--- src/rtl/mux_pkg.sv ---
// Shared encodings for the two-channel round-robin mux stage:
// FSM states, channel identifiers and the default payload width.
package mux_pkg;

  typedef enum logic [1:0] {
    ST_IDLE  = 2'd0,
    ST_LOCK0 = 2'd1,
    ST_LOCK1 = 2'd2
  } state_t;

  localparam logic CH0   = 1'b0;
  localparam logic CH1   = 1'b1;
  localparam int   W_DEF = 8;

endpackage

--- src/rtl/mux2_w.sv ---
// W-bit combinational 2:1 mux; sel=0 passes i0, sel=1 passes i1.
module mux2_w #(
  parameter int W = 8
) (
  input  logic         sel,
  input  logic [W-1:0] i0,
  input  logic [W-1:0] i1,
  output logic [W-1:0] e
);

  assign e = sel ? i1 : i0;

endmodule

--- src/rtl/mux2_rr_arbiter.sv ---
// Packet-level round-robin arbiter over two valid/ready channels feeding a
// one-entry output register; a granted packet keeps the grant until its last beat.
module mux2_rr_arbiter
  import mux_pkg::*;
#(
  parameter int W = W_DEF
) (
  input  logic         clk,
  input  logic         rst_n,
  input  logic         i0_valid,
  input  logic [W-1:0] i0_data,
  input  logic         i0_last,
  output logic         i0_ready,
  input  logic         i1_valid,
  input  logic [W-1:0] i1_data,
  input  logic         i1_last,
  output logic         i1_ready,
  output logic         o_valid,
  output logic [W-1:0] o_data,
  output logic         o_last,
  output logic         o_sel,
  input  logic         o_ready
);

  state_t       state;
  logic         ptr;
  logic         grant;
  logic         load_en;
  logic         xfer;
  logic [W+1:0] sel_beat;
  logic         sel_valid;
  logic         sel_last;
  logic [W-1:0] sel_data;

  // ptr names the channel that won the previous packet; ~ptr is preferred next.
  always_comb begin
    // NOTE: grant gets a default before the case so no path leaves it unassigned (no latch).
    grant = ~ptr;
    unique case (state)
      ST_IDLE:  if (i0_valid ^ i1_valid) grant = i1_valid ? CH1 : CH0;
      ST_LOCK0: grant = CH0;
      ST_LOCK1: grant = CH1;
      default:  grant = ~ptr;
    endcase
  end

  mux2_w #(.W(W + 2)) u_mux (
    .sel (grant),
    .i0  ({i0_valid, i0_last, i0_data}),
    .i1  ({i1_valid, i1_last, i1_data}),
    .e   (sel_beat)
  );

  assign {sel_valid, sel_last, sel_data} = sel_beat;

  assign load_en  = ~o_valid | o_ready;
  assign xfer     = sel_valid & load_en;
  assign i0_ready = rst_n & load_en & (grant == CH0);
  assign i1_ready = rst_n & load_en & (grant == CH1);

  // NOTE: all state here is sequential, so every assignment is non-blocking.
  always_ff @(posedge clk) begin
    if (!rst_n) begin
      o_valid <= 1'b0;
      o_data  <= '0;
      o_last  <= 1'b0;
      o_sel   <= CH0;
      state   <= ST_IDLE;
      ptr     <= 1'b1;
    end else begin
      if (load_en) begin
        o_valid <= xfer;
        if (xfer) begin
          o_data <= sel_data;
          o_last <= sel_last;
          o_sel  <= grant;
        end
      end
      // Fairness is per packet: ptr only moves when a last beat is taken.
      if (xfer) begin
        if (sel_last) begin
          state <= ST_IDLE;
          ptr   <= grant;
        end else if (state == ST_IDLE) begin
          state <= (grant == CH1) ? ST_LOCK1 : ST_LOCK0;
        end
      end
    end
  end

endmodule

--- config.mk ---
export PLATFORM = sky130hd
export DESIGN_NAME = mux2_rr_arbiter
export DESIGN_NICKNAME = d
export VERILOG_FILES = /design/src/rtl/mux_pkg.sv /design/src/rtl/mux2_w.sv /design/src/rtl/mux2_rr_arbiter.sv
export SDC_FILE = /design/constraint.sdc
export NUM_CORES = 1
export LEC_CHECK = 0
export BUFFER_PORTS_ARGS = -buffer_cell sky130_fd_sc_hd__buf_2
export CORE_MARGIN = 4
export CORE_UTILIZATION = 47
export DETAILED_ROUTE_END_ITERATION = 8
export PLACE_DENSITY_LB_ADDON = 0.3
export SYNTH_ARGS = -nofsm -noshare
export SYNTH_HDL_FRONTEND = slang
export SYNTH_SLANG_ARGS = --single-unit
--- constraint.sdc ---
create_clock -name clk -period 2.9 [get_ports clk]
set_clock_uncertainty 0.2 [all_clocks]
set_input_delay 0.145 -clock clk [delete_from_list [all_inputs] [get_ports clk]]
set_output_delay 0.145 -clock clk [all_outputs]
set_load 0.02 [all_outputs]
# == Word level (Yosys, flattened, before mapping) ==
# Cells that the tools add are included.
# word_totals
regBits,14
latch_bits,0
mem_bits_rw,0
mem_bits_ro,0
input_bits,23
output_inout_bits,13
elab_cells,29
memories,0
# classes
n_addsub,0
n_mul,0
div,0
order_cmp,0
n_eq_ne,2
shift,0
n_mux,7
n_bitwise,9
n_reduce_logical,5
# ops
op,count
two-way mux 10 bit,1
two-way mux 2 bit,3
AND reduction 2 bit,3
bitwise AND 1 bit,4
NOT 1 bit,3
case mux 1 bit (3 select lines),1
equality test 2 x 1 -> 1 bit (second input constant),1
equality test 2 bit (second input constant),1
logical NOT 2 bit,1
two-way mux 1 bit,2
nonzero test 2 bit,1
OR 1 bit,1
bitwise XOR 1 bit,1

# == Logic depth before layout (Yosys ltp) ==
# Gate-level depths: netlist (run 1).
# depth
depth_word,6
ltp_mapped,6
mapped_depth_nobuf,5

# == Modules after synthesis ==
# A second synthesis (run 1) with hierarchy kept.
# unflattened
cells_unflattened,81
hier_area_um2,737.0
# modules_own_cells
mod,n_inst,cells_each,area_each_um2,seq_area_each_um2
mux2_rr_arbiter,1,70,575.6,280.3
mux2_w,1,11,161.4,0.0

# == Least setup slack after synthesis (run 1) ==
# No wires, ideal clock.
# synth_timing
path_kind,reg2reg
startpoint,reg o_valid
endpoint,reg o_data[5]
setup_ns,0.121
arrival_ns,1.288
required_time_ns,2.579
slack_ns,1.291
path_stages_with_launch,7
path_buffers,1
period_less_slack_ns,1.609
path_cell_list,dfxtp_1 > nand2b_4 > and2_1 > a32o_1 > buf_2 > o21ai_0 > a21oi_1
# synth_via
elab_chain_len,4
# synth_lines
element,line_no,source
from (decl),mux2_rr_arbiter.sv:18,"output logic o_valid,"
from (signal assigned),mux2_rr_arbiter.sv:72,o_valid <= xfer;
NOT 1 bit *,mux2_rr_arbiter.sv:56,assign load_en = ~o_valid | o_ready;
OR 1 bit *,mux2_rr_arbiter.sv:56,
bitwise AND 1 bit,mux2_rr_arbiter.sv:57,assign xfer = sel_valid & load_en;
AND reduction 2 bit (no source line) *,-,
to (signal assigned),mux2_rr_arbiter.sv:74,o_data <= sel_data;
to (decl),mux2_rr_arbiter.sv:19,"output logic [W-1:0] o_data,"
# Every way passes the cells marked *; elsewhere a longest branch is shown, timed or not.
# A chain may end at the register's enable or synchronous reset.

# == Worst setup path in the final report (run 1) ==
# layout_timing
startpoint,reg state[1]
endpoint,reg o_data[3]
# layout_via
elab_chain_len,5
# layout_lines
element,line_no,source
from (decl),mux2_rr_arbiter.sv:25,state_t state;
from (signal assigned),mux2_rr_arbiter.sv:85,state <= (grant == CH1) ? ST_LOCK1 : ST_LOCK0;
equality test 2 bit (tied with other cells),mux2_rr_arbiter.sv:39,unique case (state)
case mux 1 bit (3 select lines) *,mux2_rr_arbiter.sv:39,
two-way mux 10 bit *,mux2_w.sv:11,assign e = sel ? i1 : i0;
bitwise AND 1 bit,mux2_rr_arbiter.sv:57,
AND reduction 2 bit (no source line),-,
# Marked as above.

==> flow_summary.yaml, run 1 <==
run_status:
  outcome: "complete, no violations"
setup_path:
  r2r_slack_ns: 0.63
  r2r_start: "state[1]$_SDFFE_PN0P_"
  cp.arrival_ns: 2.20
  reg2regPathDepth: 6
  endpoint_kind: "register"
  startpoint_type: "register"
  cp.required_ns: 2.83
  crit_type: "reg -> reg"
  path_max_fanout: 14
  reg2reg_to: "o_data[3]$_SDFFE_PN0P_"
yosys:
  synth_ff_type: "dfxtp_1"
  postSynth.asyncResetShare_pct: 0
  synth_area_leaders: "dfxtp_1, mux2i_1, a21oi_1, o21ai_0, nand2_1"
  synth_edf_count: 0
  avgSynthCellArea_um2: 8.835
  syn_inst: 82
  syn-num-nets: 105
  ys_types: 27
  synth-seq-cells: 14
  yosysSeqAreaShare_pct: 38.69
  synth_area_leader_cell: "dfxtp_1"
  ys_warn_count: 0
  yosysTopAreaCellShare_pct: 38.69
  synth_area_um2: 724.4
placement:
  port_buffers: 35
  place_area_um2: 887.1
  preCtsSetupSlack_ns: 0.8500
  gp_congestion: 0.7716
  dpl.hpwl_um: 1307
power:
  power_per_cell_area_nw_per_um2: 497.3
  leakagePower_nw: 0.5366
  peakVddDrop_mv: 0.3646
cells_and_area:
  layout_common_cells: "buf_2, dlygate4sd3_1, dfxtp_1, mux2i_1, a21oi_1"
  final_area_um2: 1090
  antennaDiodeCount: 0
  layout-drive-gt1-share_pct: 32.84
  area.growth.synth_to_final_pct: 50.43
  nets: 159
  layout_commonest_cell: "buf_2"
clocking:
  root_buffer: "clkbuf_4"
  cts_buffer_depth: 2
  clk_latency_ns: 0.27
  cts_setup_buffers: 0
  clk_pin_slew_ns: 0.08
  cts_tree: "built"
  htree_levels: 1
  cts_num_sinks: 14
  cts_buffers: 3
timing:
  worstMarginPinSlew_ns: 0.6902
  hold_slack_ns: 0.04749
  min_period_ns: 2.269
  fin_crit_sh_pct: 78.26
  grt_setup_unrepaired: "false"
  hold_violations: 0
  setup_tns_ns: 0
  slew_viol_final: 0
  slew-limit-headroom_pct: 53.99
  fmax_ghz: 0.4406
  fin_ws_ns: 0.6306
  setup_viol: 0
drt:
  drc: 0
  drt_first_pass_iters: 4
  via_per_inst: 5.564
  drtIter0Drc: 9
  wl_per_cell_um: 13.77
  ant_nets: 0
  drt-total-wl_um: 2051
  vias: 829
hold_path:
  whs_path_depth: 3
  hp-class: "in -> reg"
  min_to: "state[0]$_SDFFE_PN0P_"
  hold_start: "i1_last"
grt:
  grt_pass1_wl_um: 3284
  grt_overflow: 0
  grt_pass1_vias: 781
  grt_max_degree: 22
  track_usage_pct: 21.00
  antenna_found_initial: 0
floorplanning:
  initial_core_util_pct: 52.40
  row_count: 13
  ioPinCount: 36
  die_y_um: 47.26
  chipWidth_um: 47.26
  core-area_um2: 1383
  dieArea_um2: 2234
run:
  maxCapViolations: 0
state kept, by name, indices dropped and copies added (netlist names):
| name | flops |
|---|---|
| ptr | 1 |
| o_data | 8 |
| o_valid | 1 |
| o_sel | 1 |
| state | 2 |
| o_last | 1 |
worst max path at each step:
stage	start	endpoint	slack, ns	cells after the start
after CTS	state[1]$_SDFFE_PN0P_	o_data[1]$_SDFFE_PN0P_	0.68	6
after detailed placement	state[1]$_SDFFE_PN0P_	state[1]$_SDFFE_PN0P_	0.85	5
after global placement	state[1]$_SDFFE_PN0P_	state[1]$_SDFFE_PN0P_	0.93	5
after floorplan	o_valid$_SDFFE_PN0N_	o_data[5]$_SDFFE_PN0P_	1.29	6
final	state[1]$_SDFFE_PN0P_	o_data[3]$_SDFFE_PN0P_	0.63	6
after global routing	state[1]$_SDFFE_PN0P_	o_data[1]$_SDFFE_PN0P_	0.47	6
stage by stage:
step / std cells / util [%] / power (mW)
5_1_grt: 149 / 78.82 / 0.5768
2_1_floorplan: 82 / - / 0.3607
3_5_place_dp: 128 / 64.16 / 0.4059
4_1_cts: 149 / 78.82 / 0.5465
6_report: 149 / 78.82 / 0.5420
3_3_place_gp: 128 / 64.16 / 0.4006
synth_stat cells (2+ instances only):
cell type	count
dfxtp_1	14
o21ai_1	5
o21ai_0	8
a21oi_1	9
nand2_1	7
and2_1	3
a32o_1	2
nor2_1	6
o21a_1	2
mux2i_1	9
layout make-up:
cell class | count | area, um^2
flip-flops and latches | 14 | 280.3
repair buffers | 53 | 355.3
fillers | 104 | 292.8
clock buffers | 3 | 22.52
multi-input cells | 62 | 405.4
inverters | 2 | 7.507
well taps | 15 | 18.77
cells by family (layout without fill, tap and decap cells):
logic type,Yosys count,count (layout),share of synthesized area [%]
compound gates,33,33,29.53
buf+inv,6,58,5.352
flops,14,14,38.69
mux,9,9,12.44
simple gates,20,20,13.99
where the power goes:
part	internal (mW)	switching, mW	leakage [nW]
clock network	0.0481	0.0574	0.0138
logic	0.0959	0.109	0.407
registers	0.216	0.0161	0.116
total	0.360	0.182	0.537
metal layers:
metal	GRT usage [%]	up-vias	routed length (um)
met4	8.287	0	57
met5	0	-	0
met3	6.513	6	167
met2	40.37	38	1072
met1	20.27	378	754
li1	-	407	-
critical path, cell delays in order, from the launching register on:
cell,delay (ns)
dfxtp_1,0.44
nor3b_1,0.09
a31oi_1,0.23
nand2_2,0.29
mux2i_1,0.24
dlygate4sd3_1,0.57
a21oi_1,0.06
repair_timing:
item | CTS | global route
endpoints found under the hold margin | 10 | 0
hold buffers | 18 | 0
endpoints found under the setup margin | 0 | 0
gates resized for setup | 0 | 0
Note: power is estimated with default switching activity, not from simulation.
==> run 2: changes to the inputs <==
--- a/config.mk
+++ b/config.mk
@@ -7,7 +7,7 @@
 export LEC_CHECK = 0
 export BUFFER_PORTS_ARGS = -buffer_cell sky130_fd_sc_hd__buf_2
 export CORE_MARGIN = 4
-export CORE_UTILIZATION = 47
+export CORE_UTILIZATION = 39
 export DETAILED_ROUTE_END_ITERATION = 8
 export PLACE_DENSITY_LB_ADDON = 0.3
 export SYNTH_ARGS = -nofsm -noshare
==> constraint.sdc (replaced) <==
create_clock -name clk -period 1.8 [get_ports clk]
set_clock_uncertainty 0.2 [all_clocks]
set_input_delay 0.09 -clock clk [delete_from_list [all_inputs] [get_ports clk]]
set_output_delay 0.09 -clock clk [all_outputs]
set_load 0.02 [all_outputs]
==> flow_summary.yaml, run 2 (same netlist as run 1, synthesis figures left out) <==
cells_and_area:
  area.growth.synth_to_final_pct: 75.48
  layout_commonest_cell: "buf_2"
  layout_common_cells: "buf_2, dlygate4sd3_1, dfxtp_1, buf_4"
  antennaDiodeCount: 0
  fin_cells: 175
  layout-drive-gt1-share_pct: 41.33
  largest-register: "o_data"
  largest_reg_flops: 8
  nets: 174
  reg_top3: "o_data (8), state (2)"
floorplanning:
  core-area_um2: 1745
  ioPinCount: 36
  row_count: 15
  dieArea_um2: 2611
  chipWidth_um: 51.10
  initial_core_util_pct: 41.51
  die_y_um: 51.10
timing:
  setup_tns_ns: 0
  grt_setup_unrepaired: "true"
  slew-limit-headroom_pct: 81.03
  worstMarginPinSlew_ns: 0.2846
  fmax_ghz: 0.5591
  fin_ws_ns: 0.01128
  hold_violations: 0
  setup_viol: 0
  fin_crit_sh_pct: 99.37
  min_period_ns: 1.789
  slew_viol_final: 0
setup_path:
  reg2regPathDepth: 5
  cp.required_ns: 1.78
  cp.arrival_ns: 1.77
  path_max_fanout: 15
  crit_type: "in -> reg"
  startpoint_type: "primary input"
  endpoint_kind: "register"
hold_path:
  hp-class: "in -> reg"
  whs_path_depth: 5
run_status:
  outcome: "complete, no violations"
grt:
  grt_overflow: 0
  track_usage_pct: 17.49
  grt_max_degree: 18
  antenna_found_initial: 0
  grt_pass1_vias: 735
  grt_pass1_wl_um: 3298
drt:
  wl_met3_um: 82
  drt-total-wl_um: 2439
  via_per_inst: 4.886
  wl_met2_um: 1279
  ant_nets: 0
  drt_first_pass_iters: 4
  highest_layer: "met4"
  drtIter0Drc: 23
  wl_per_cell_um: 13.94
  drc: 0
  wl_met1_um: 1018
  vias: 855
power:
  peakVddDrop_mv: 0.5874
  power_per_cell_area_nw_per_um2: 801.1
  leakagePower_nw: 0.6221
clocking:
  cts_buffer_depth: 2
  root_buffer: "clkbuf_4"
  htree_levels: 1
  cts_buffers: 3
  cts_num_sinks: 14
  cts_tree: "built"
  clk_latency_ns: 0.29
  clk_pin_slew_ns: 0.10
run:
  maxCapViolations: 0
placement:
  gp_congestion: 0.8333
  dpl.hpwl_um: 1272
  preCtsSetupSlack_ns: 0.07400
  port_buffers: 35
  placed_cells: 140
## run 2: cell types whose count changed in the layout (fill, tap and decap cells not counted), moves of 2 or more
cell / before / now
dlygate4sd3_1: 18 / 21
dfxtp_2: 0 / 2
dfxtp_1: 14 / 12
buf_4: 0 / 12
## run 2: final timing paths
path,startpoint,end,slack [ns]
min reg2reg,o_data[5]$_SDFFE_PN0P_,o_data[5]$_SDFFE_PN0P_,0.32
min,i0_valid,o_sel$_SDFFE_PN0P_,0.02
max reg2reg,state[1]$_SDFFE_PN0P_,o_valid$_SDFFE_PN0N_,0.07
max,o_ready,o_data[2]$_SDFFE_PN0P_,0.01
## run 2: where the power goes
group	switching [mW]	internal (mW)	leakage (nW)	total, mW
logic	0.193	0.203	0.485	0.396
clock network	0.119	0.123	0.0210	0.242
registers	0.0308	0.349	0.116	0.380
total	0.342	0.676	0.622	1.02
## run 2: cell type report
| cell class | count | area (um^2) |
|---|---|---|
| fill | 142 | 474.2 |
| tap | 25 | 31.28 |
| timing repair buffer | 68 | 481.7 |
| multi-input combinational | 62 | 431.7 |
| sequential | 14 | 282.8 |
| clock buffer | 4 | 36.28 |
| inverter | 2 | 7.507 |
## run 2: repair_timing
item / CTS / global route
hold buffers: 21 / 0
gates resized for setup: 3 / 7
pin swaps: 0 / 1
endpoints found under the setup margin: 1 / 5
endpoints found under the hold margin: 14 / 0
buffers inserted: 0 / 10
## run 2: layer usage
layer  global-route usage (%)  up-vias
li1                         -      433
met1                    18.89      391
met2                    30.26       26
met3                    3.499        5
met4                    12.11        0
met5                        0        -
## run 2: critical path: stages
cell and delay, ns:
dlygate4sd3_1 0.53, buf_2 0.12, nand2b_4 0.15, and2_1 0.20, a32o_1 0.25, buf_6 0.16, o21ai_0 0.20, a21oi_1 0.07
## run 2: metrics by stage
step	power (mW)	instance area [um^2]	utilization (%)	hold slack, ns
2_1_floorplan	0.5812	724.4	-	0.008425
3_5_place_dp	0.6595	914.6	52.40	0.1436
3_3_place_gp	0.6550	914.6	52.40	0.1454
6_report	1.018	1271	72.83	0.02342
5_1_grt	1.082	1271	72.83	0.03354
4_1_cts	0.9409	1174	67.24	0.01091
